`src/rtl/alu_pkg.sv`:
```
// Shared MiniMicro ALU definitions: operand widths, opcode set, flag bit positions
// and the registered result/flags payload.
package alu_pkg;

  localparam int unsigned WIDTH  = 32;
  localparam int unsigned OP_W   = 5;
  localparam int unsigned SH_W   = 5;
  localparam int unsigned FLAG_W = 4;

  // Full MiniMicro opcode map; this slice implements ANDS, ADCS, ADDS and ASR.
  localparam logic [OP_W-1:0] MOVS = 5'd0;
  localparam logic [OP_W-1:0] ANDS = 5'd1;
  localparam logic [OP_W-1:0] EORS = 5'd2;
  localparam logic [OP_W-1:0] LSLS = 5'd3;
  localparam logic [OP_W-1:0] LSRS = 5'd4;
  localparam logic [OP_W-1:0] ADCS = 5'd5;
  localparam logic [OP_W-1:0] ADDS = 5'd6;
  localparam logic [OP_W-1:0] SBCS = 5'd7;
  localparam logic [OP_W-1:0] SUBS = 5'd8;
  localparam logic [OP_W-1:0] RSBS = 5'd9;
  localparam logic [OP_W-1:0] CMP  = 5'd10;
  localparam logic [OP_W-1:0] CMN  = 5'd11;
  localparam logic [OP_W-1:0] ASR  = 5'd12;
  localparam logic [OP_W-1:0] ORRS = 5'd13;
  localparam logic [OP_W-1:0] MULS = 5'd14;
  localparam logic [OP_W-1:0] BICS = 5'd15;
  localparam logic [OP_W-1:0] MVNS = 5'd16;

  // Flag nibble bit positions
  localparam int unsigned NEGATIVE = 0;
  localparam int unsigned ZERO     = 1;
  localparam int unsigned CARRY    = 2;
  localparam int unsigned OVERFLOW = 3;

  typedef struct packed {
    logic [WIDTH-1:0]  result;
    logic [FLAG_W-1:0] flags;
  } alu_out_t;

  function automatic logic is_zero(input logic [WIDTH-1:0] value);
    return value == '0;
  endfunction

endpackage

```
`src/rtl/carry_adder32.sv`:
```
// 32-bit combinational adder with carry in and carry out.
module carry_adder32
  import alu_pkg::*;
(
  input  logic [WIDTH-1:0] num1,
  input  logic [WIDTH-1:0] num2,
  input  logic             c_in,
  output logic [WIDTH-1:0] sum,
  output logic             c_out
);

  logic [WIDTH:0] total;

  assign total = {1'b0, num1} + {1'b0, num2} + (WIDTH+1)'(c_in);
  assign sum   = total[WIDTH-1:0];
  assign c_out = total[WIDTH];

endmodule

```
`src/rtl/ands_asr_adder.sv`:
```
// Registered ANDS / ASR / ADDS / ADCS execution slice with NZCV flags.
// Define ANDS_ASR_ADDER_OVF_EN to compute V for adds; otherwise V is held at 0.
module ands_asr_adder
  import alu_pkg::*;
(
  input  logic              clk,
  input  logic              rst_n,
  input  logic              en,
  input  logic [OP_W-1:0]   instruction,
  input  logic [WIDTH-1:0]  num1,
  input  logic [WIDTH-1:0]  num2,
  output logic [WIDTH-1:0]  result,
  output logic [FLAG_W-1:0] flags,
  output logic              valid
);

  alu_out_t         q;
  alu_out_t         nxt;
  logic             nxt_valid;

  logic [WIDTH-1:0] and_res;
  logic [WIDTH-1:0] asr_res;
  logic [SH_W-1:0]  sh;
  logic             asr_c;
  logic             add_cin;
  logic [WIDTH-1:0] add_sum;
  logic             add_cout;
  logic             add_ovf;
  logic             v_keep;

  assign sh      = num2[SH_W-1:0];
  assign and_res = num1 & num2;
  assign asr_res = WIDTH'($signed(num1) >>> sh);
  // Last bit shifted out; a zero shift leaves carry untouched
  assign asr_c   = (sh == '0) ? q.flags[CARRY] : num1[SH_W'(sh - SH_W'(1))];
  assign add_cin = (instruction == ADCS) ? q.flags[CARRY] : 1'b0;

  carry_adder32 u_adder (
    .num1  (num1),
    .num2  (num2),
    .c_in  (add_cin),
    .sum   (add_sum),
    .c_out (add_cout)
  );

`ifdef ANDS_ASR_ADDER_OVF_EN
  assign add_ovf = (num1[WIDTH-1] == num2[WIDTH-1]) && (add_sum[WIDTH-1] != num1[WIDTH-1]);
  assign v_keep  = q.flags[OVERFLOW];
`else
  assign add_ovf = 1'b0;
  assign v_keep  = 1'b0;
`endif

  // Operation select and next-state flags
  always_comb begin
    nxt       = q;
    nxt_valid = 1'b0;
    if (en) begin
      case (instruction)
        ANDS: begin
          nxt.result          = and_res;
          nxt.flags[NEGATIVE] = and_res[WIDTH-1];
          nxt.flags[ZERO]     = is_zero(and_res);
          nxt.flags[CARRY]    = 1'b0;
          nxt.flags[OVERFLOW] = v_keep;
          nxt_valid           = 1'b1;
        end
        ADDS, ADCS: begin
          nxt.result          = add_sum;
          nxt.flags[NEGATIVE] = add_sum[WIDTH-1];
          nxt.flags[ZERO]     = is_zero(add_sum);
          nxt.flags[CARRY]    = add_cout;
          nxt.flags[OVERFLOW] = add_ovf;
          nxt_valid           = 1'b1;
        end
        ASR: begin
          nxt.result          = asr_res;
          nxt.flags[NEGATIVE] = asr_res[WIDTH-1];
          nxt.flags[ZERO]     = is_zero(asr_res);
          nxt.flags[CARRY]    = asr_c;
          nxt.flags[OVERFLOW] = v_keep;
          nxt_valid           = 1'b1;
        end
        default: begin
          nxt.result = '0;
        end
      endcase
    end
  end

  always_ff @(posedge clk) begin
    if (!rst_n) begin
      q     <= '0;
      valid <= 1'b0;
    end else begin
      q     <= nxt;
      valid <= nxt_valid;
    end
  end

  assign result = q.result;
  assign flags  = q.flags;

endmodule

```
`config.mk`:
```
export PLATFORM = sky130hd
export DESIGN_NAME = ands_asr_adder
export DESIGN_NICKNAME = d
export VERILOG_FILES = /design/src/rtl/alu_pkg.sv /design/src/rtl/carry_adder32.sv /design/src/rtl/ands_asr_adder.sv
export SDC_FILE = /design/constraint.sdc
export NUM_CORES = 1
export LEC_CHECK = 0
export CORE_ASPECT_RATIO = 2
export CORE_MARGIN = 2
export CORE_UTILIZATION = 55
export CTS_CLUSTER_DIAMETER = 40
export DETAILED_ROUTE_END_ITERATION = 8
export GPL_TIMING_DRIVEN = 0
export PLACE_DENSITY = 0.83
export SETUP_SLACK_MARGIN = 0.4
export SYNTH_ARGS = -nofsm -noshare
export SYNTH_HDL_FRONTEND = slang
export SYNTH_SLANG_ARGS = --single-unit
```
`constraint.sdc`:
```
create_clock -name clk -period 6.3 [get_ports clk]
set_clock_uncertainty 0.15 [all_clocks]
set_input_delay 0.945 -clock clk [delete_from_list [all_inputs] [get_ports clk]]
set_output_delay 0.945 -clock clk [all_outputs]
set_load 0.02 [all_outputs]
```
Word-level counts from Yosys, hierarchy flattened
Cells that the tools add are included.
{"block": "word_totals", "word_cells": 32, "ff_bits": 37, "output_inout_bits": 37, "in_bits": 72}
{"block": "op_classes", "add_sub_neg": 3, "n_reduce_logical": 10, "eq_ne": 5, "order_cmp": 1, "n_mux": 7, "bitwise_logic": 1, "n_shift": 1}
{"op": "$logic_not 32->1", "n": 3}
{"op": "$pmux 32 s3", "n": 1}
{"op": "$add 32x32->33", "n": 1}
{"op": "$add 33x1->33", "n": 1}
{"op": "$and 32x32->32", "n": 1}
{"op": "$sshr 32x5->32", "n": 1}
{"op": "$pmux 4 s3", "n": 1}
{"op": "$eq 5x3->1 const B", "n": 2}
{"op": "$lt 5x6->1 const B", "n": 1}
{"op": "$bmux 1 s5", "n": 1}
{"op": "$eq 5x1->1 const B", "n": 1}
{"op": "$eq 5x4->1 const B", "n": 1}
{"op": "$logic_not 5->1", "n": 1}
{"op": "$sub 5x1->5 const B", "n": 1}
{"op": "$mux 1", "n": 4}
{"op": "$reduce_and 2->1", "n": 2}
{"op": "$reduce_or 4->1", "n": 1}
{"op": "$reduce_and 3->1", "n": 1}
{"op": "$reduce_bool 3->1", "n": 1}
{"op": "$ne 2x2->1 const B", "n": 1}
{"op": "$reduce_or 2->1", "n": 1}

Logic depth before layout (Yosys ltp)
{"block": "logic_depth", "word_depth": 5, "ltp_mapped": 15, "depth_no_buf": 13}

Modules after synthesis
From an unflattened synthesis, not the netlist that was laid out.
{"block": "hier_totals", "cells_unflattened": 737, "area_unflattened_um2": 6032.0}
{"module": "ands_asr_adder", "cells_per_inst": 500, "area_per_inst_um2": 4317.9, "seq_area_each_um2": 720.7, "instances": 1}
{"module": "carry_adder32", "cells_per_inst": 237, "area_per_inst_um2": 1714.1, "seq_area_each_um2": 0.0, "instances": 1}

Worst setup path after synthesis
Ideal clock, no wire load.
{"block": "synth_timing", "path_type": "input -> register", "start": "input port num2[0]", "end": "register q (netlist bit flags[1])", "arrival_ps": 4840, "setup_slack_ps": 1214, "required_time_ps": 6054, "stages": 15, "path_buffers": 3, "setup_time_ps": 96, "cell_sequence": "buf_2 -> buf_2 -> clkinv_1 -> clkbuf_1 -> fa_1 -> fa_1 -> nor2b_1 -> o31a_1 -> o21a_1 -> o31ai_4 -> o21ai_0 -> xor2_1 -> a311o_1 -> or4_1 -> o41ai_2"}
{"block": "synth_via", "elab_chain_len": 4, "word_cells_on_any_way": 8, "classes_between": "2 x add/sub; 1 x shift; 1 x mux; 1 x bitwise; 3 x reduce/logical"}
{"element": "start: declaration", "line": "ands_asr_adder.sv:11", "source": "input logic [WIDTH-1:0] num2,"}
{"element": "$add 32x32->33", "line": "carry_adder32.sv:14", "source": "assign total = {1'b0, num1} + {1'b0, num2} + (WIDTH+1)'(c_in);"}
{"element": "$add 33x1->33", "line": "carry_adder32.sv:14"}
{"element": "$logic_not 32->1", "line": "alu_pkg.sv:41", "source": "return value == '0;"}
{"element": "$pmux 4 s3 (*)", "line": "ands_asr_adder.sv:59", "source": "case (instruction)"}
{"element": "end signal: assignment", "line": "ands_asr_adder.sv:96", "source": "q <= nxt;"}
{"element": "end: declaration", "line": "ands_asr_adder.sv:17", "source": "alu_out_t q;"}
Mark *: on every way between the ends. The rest lies on a longest branch, timed or not. The select of a mux whose other input is x is not followed.
A chain may end at the register's enable or synchronous reset.

Worst setup path in the final report
Ends and elaborated chain as after synthesis.

==> summary.md <==
| Metric | Value |
|---|---|
| Status | finished, violations left |
| Failing checks | DRC |
| Initial Util | 56.4% |
| Placer Congestion | 1.08 |
| Sequential element share of the synthesized area | 11.8% |
| Post-synth ARST share | 0% |
| Die Wd | 78.7 um |
| Actual slew at the worst max-slew pin | 0.926 ns |
| Placed Instance Area | 7380 um^2 |
| Io pins | 109 |
| Fin crit period | 5.65 ns |
| Slew Limit Fails | 0 |
| Pwr dens | 151 nW/um^2 |
| Antenna violation net count after detailed routing | 0 |
| Cts hold-fix bufs | 0 |
| Core Area | 10900 um^2 |
| Routed wire per std cell | 26.8 um |
| Final hold viol count | 0 |
| CTS buffer count | 5 |
| Antenna violations before repair | 0 |
| Type of the worst min-delay path | flip-flop to flip-flop |
| Synth Warn # | 0 |
| WL final | 27.3 mm |
| Setup CP Type | primary input to flip-flop |
| CP Capture Type | flip-flop |
| Crit path DAT | 5.70 ns |
| Vias/cell | 7.39 |
| Drt drc | 4 |
| Worst Setup Start Kind | primary input |
| Total gr overflow | 0 |
| Largest net degree at the start of global routing | 13 |
| Post-synth EDFFs | 0 |
| Unrepaired setup endpoints after global routing | no |
| Die height | 153 um |
| CTS Sinks | 36 |
| Via count | 7512 |
| Mapped Nets | 869 |
| # setup viols final | 0 |
| Layout cells sized above 1 | 11.4% |
| Final total power | 1.14 mW |
| CP Launch Point | num2[0] |
| Final net count | 984 |
| Reg2reg start | flags[2]$_SDFFE_PN0P_ |
| First-pass GRT wire length | 41.4 mm |
| Number of H-tree levels | 2 |
| Post-DP HPWL | 22.0 mm |
| Max-cap violations | 0 |
| Clock transition at path regs | 0.05 ns |
| Synth cell types | 77 |
| CTS root buffer | clkbuf_16 |
| Diode count | 0 |
| Area grow syn2layout | 23.5% |
| Mapped cell area | 6130 um^2 |
| CTS tree | done |
| Util after Layout | 69.6% |
| Router iterations before antenna repair | 9 |
| Crit-path max FO | 12 |
| Die area | 12100 um^2 |
| Number of port buffers | 107 |
| Relative slew margins | 37.3% |
| Mapped Cells | 761 |
| GRT Total Usage | 45.0% |
| Vias in the first global route | 7442 |
| Post-synthesis register bit count | 36 |
| Post-Route Setup TNS | 0 ns |
| FP Rows | 54 |
| Leakage | 2.75 nW |
| Synth Flop Type | dfxtp_1 |
| Worst-Skew Late Latency | 0.29 ns |
| Avg Inst Size Synth | 8.06 um^2 |
| Worst VDD drop | 0.167 mV |
| Hold Crit Start | result[28]$_SDFFE_PN0P_ |
| Fmax | 0.177 GHz |
| Final period utilization | 89.8% |
| WP data required | 6.34 ns |
| Number of DRC markers in iteration 0 | 924 |
| Non-Filler Cell Area, Final | 7570 um^2 |
| Longest Clk Path Bufs | 2 |
-- power breakdown --
group | leakage (nW) | internal (mW) | switching (mW)
Sequential | 0.290 | 0.229 | 0.000963
Combinational | 2.38 | 0.247 | 0.374
Clock | 0.0798 | 0.186 | 0.103
-- sequential cells by signal, summed over array words and instances (netlist names) --
| name | count |
|---|---|
| result | 32 |
| flags | 3 |
| valid | 1 |
-- repair_timing --
action                     in CTS  in global routing
setup endpoints to repair       2                  2
pin swaps                       0                  6
resized for setup               3                  7
buffers inserted                0                  1
-- cells in the final DEF, fill, tap and decap left out, types with 4 or more instances in the layout --
| cell type | netlist | final |
|---|---|---|
| ha_1 | 34 | 34 |
| clkbuf_1 | 41 | 40 |
| mux2_2 | 16 | 16 |
| dfxtp_1 | 36 | 36 |
| o22ai_1 | 5 | 5 |
| a22o_1 | 4 | 4 |
| a221oi_1 | 10 | 10 |
| a31oi_1 | 11 | 11 |
| buf_2 | 10 | 8 |
| o31a_1 | 5 | 5 |
| nor4_1 | 18 | 17 |
| o21ai_0 | 66 | 65 |
| a222oi_1 | 20 | 20 |
| nor2_1 | 54 | 54 |
| clkbuf_16 | 0 | 5 |
| a221o_1 | 5 | 5 |
| nand2_1 | 85 | 85 |
| xnor2_1 | 15 | 15 |
| nor2b_1 | 9 | 9 |
| nand3_1 | 14 | 14 |
| nor3_1 | 11 | 11 |
| o21a_1 | 11 | 10 |
| a21oi_1 | 56 | 56 |
| a211oi_1 | 9 | 9 |
| mux2i_1 | 38 | 38 |
| or3_1 | 5 | 5 |
| buf_1 | 6 | 6 |
| mux4_2 | 42 | 42 |
| xor2_1 | 9 | 9 |
| nand4_1 | 16 | 16 |
| clkdlybuf4s50_1 | 0 | 107 |
| inv_1 | 19 | 19 |
| and2_1 | 5 | 5 |
| a21o_1 | 6 | 6 |
-- path summary, 6_finish.rpt --
path                                   to  slack (ns)  cells past startpoint
hold / removal    result[28]$_SDFFE_PN0P_        0.30                      2
setup / recovery    flags[1]$_SDFFE_PN0P_        0.65                     16
hold reg to reg   result[28]$_SDFFE_PN0P_        0.30                      2
setup reg to reg    flags[1]$_SDFFE_PN0P_        2.24                     12
-- area by class of cell --
cell class | instances | area (um^2)
Tap cell | 140 | 175
Fill cell | 905 | 3300
Multi-Input combinational cell | 647 | 5110
Timing Repair Buffer | 108 | 1080
Sequential cell | 36 | 721
Buffer | 58 | 246
Clock buffer | 5 | 125
Clock inverter | 3 | 42.5
Inverter | 20 | 76.3
-- layer usage --
layer | vias up | track usage [%] | wire length, um | part of all wire (%)
met5 | - | 0 | 0 | 0
met4 | 0 | 39.4 | 3230 | 12
met3 | 216 | 7.26 | 2430 | 8.9
met2 | 679 | 76.9 | 13200 | 48
met1 | 3401 | 45.9 | 8440 | 31
li1 | 3216 | - | - | -
-- kinds of logic (layout without fill, tap and decap cells) --
kind of cell	Yosys count	in the layout	share of synthesized area, %
muxes	96	96	24.6
xor gates and xnor gates	24	24	3.43
DFF	36	36	11.8
buffers and inverters	78	194	5.04
other	1	1	0.0612
and+or+nand+nor	240	240	18.9
adders and majority gates	36	36	7.59
AOI/OAI and AO/OA	250	250	28.7
-- synthesized netlist by cell type (4+ instances only) --
| cell type | n | area [um^2] |
|---|---|---|
| nand2_1 | 85 | 319 |
| o21ai_0 | 66 | 330 |
| a21oi_1 | 56 | 280 |
| nor2_1 | 54 | 203 |
| mux4_2 | 42 | 946 |
| clkbuf_1 | 41 | 154 |
| mux2i_1 | 38 | 380 |
| dfxtp_1 | 36 | 721 |
| ha_1 | 34 | 425 |
| a222oi_1 | 20 | 200 |
| inv_1 | 19 | 71.3 |
| nor4_1 | 18 | 113 |
| mux2_2 | 16 | 180 |
| nand4_1 | 16 | 100 |
| xnor2_1 | 15 | 131 |
| nand3_1 | 14 | 70.1 |
| a31oi_1 | 11 | 68.8 |
| nor3_1 | 11 | 55.1 |
| o21a_1 | 11 | 82.6 |
| a221oi_1 | 10 | 87.6 |
| buf_2 | 10 | 50.1 |
| a211oi_1 | 9 | 67.6 |
| nor2b_1 | 9 | 56.3 |
| xor2_1 | 9 | 78.8 |
| a21o_1 | 6 | 45.0 |
| buf_1 | 6 | 22.5 |
| a221o_1 | 5 | 50.1 |
| and2_1 | 5 | 31.3 |
| o22ai_1 | 5 | 31.3 |
| o31a_1 | 5 | 43.8 |
| or3_1 | 5 | 31.3 |
| a22o_1 | 4 | 35.0 |
-- stage by stage --
step | setup WS, ns | hold WS, ns | cells
5_1_grt | 0.405 | 0.323 | 1017
3_5_place_dp | -0.178 | 0.295 | 1008
4_1_cts | 0.514 | 0.307 | 1016
6_report | 0.645 | 0.305 | 1017
2_1_floorplan | 1.21 | 0.387 | 761
3_3_place_gp | -0.164 | 0.287 | 1008
-- critical path, cell delays in order --
cell and delay [ns]:
clkdlybuf4s50_1 0.56, clkbuf_4 0.27, buf_6 0.21, clkinv_2 0.17
clkbuf_4 0.27, fa_1 0.46, fa_1 0.42, nor2b_1 0.18
o31a_1 0.30, o21a_2 0.26, o31ai_4 0.15, o21ai_0 0.28
xor2_1 0.16, a311o_1 0.29, or4_1 0.42, o41ai_2 0.34
No activity file was read; power rests on OpenSTA's default activity.
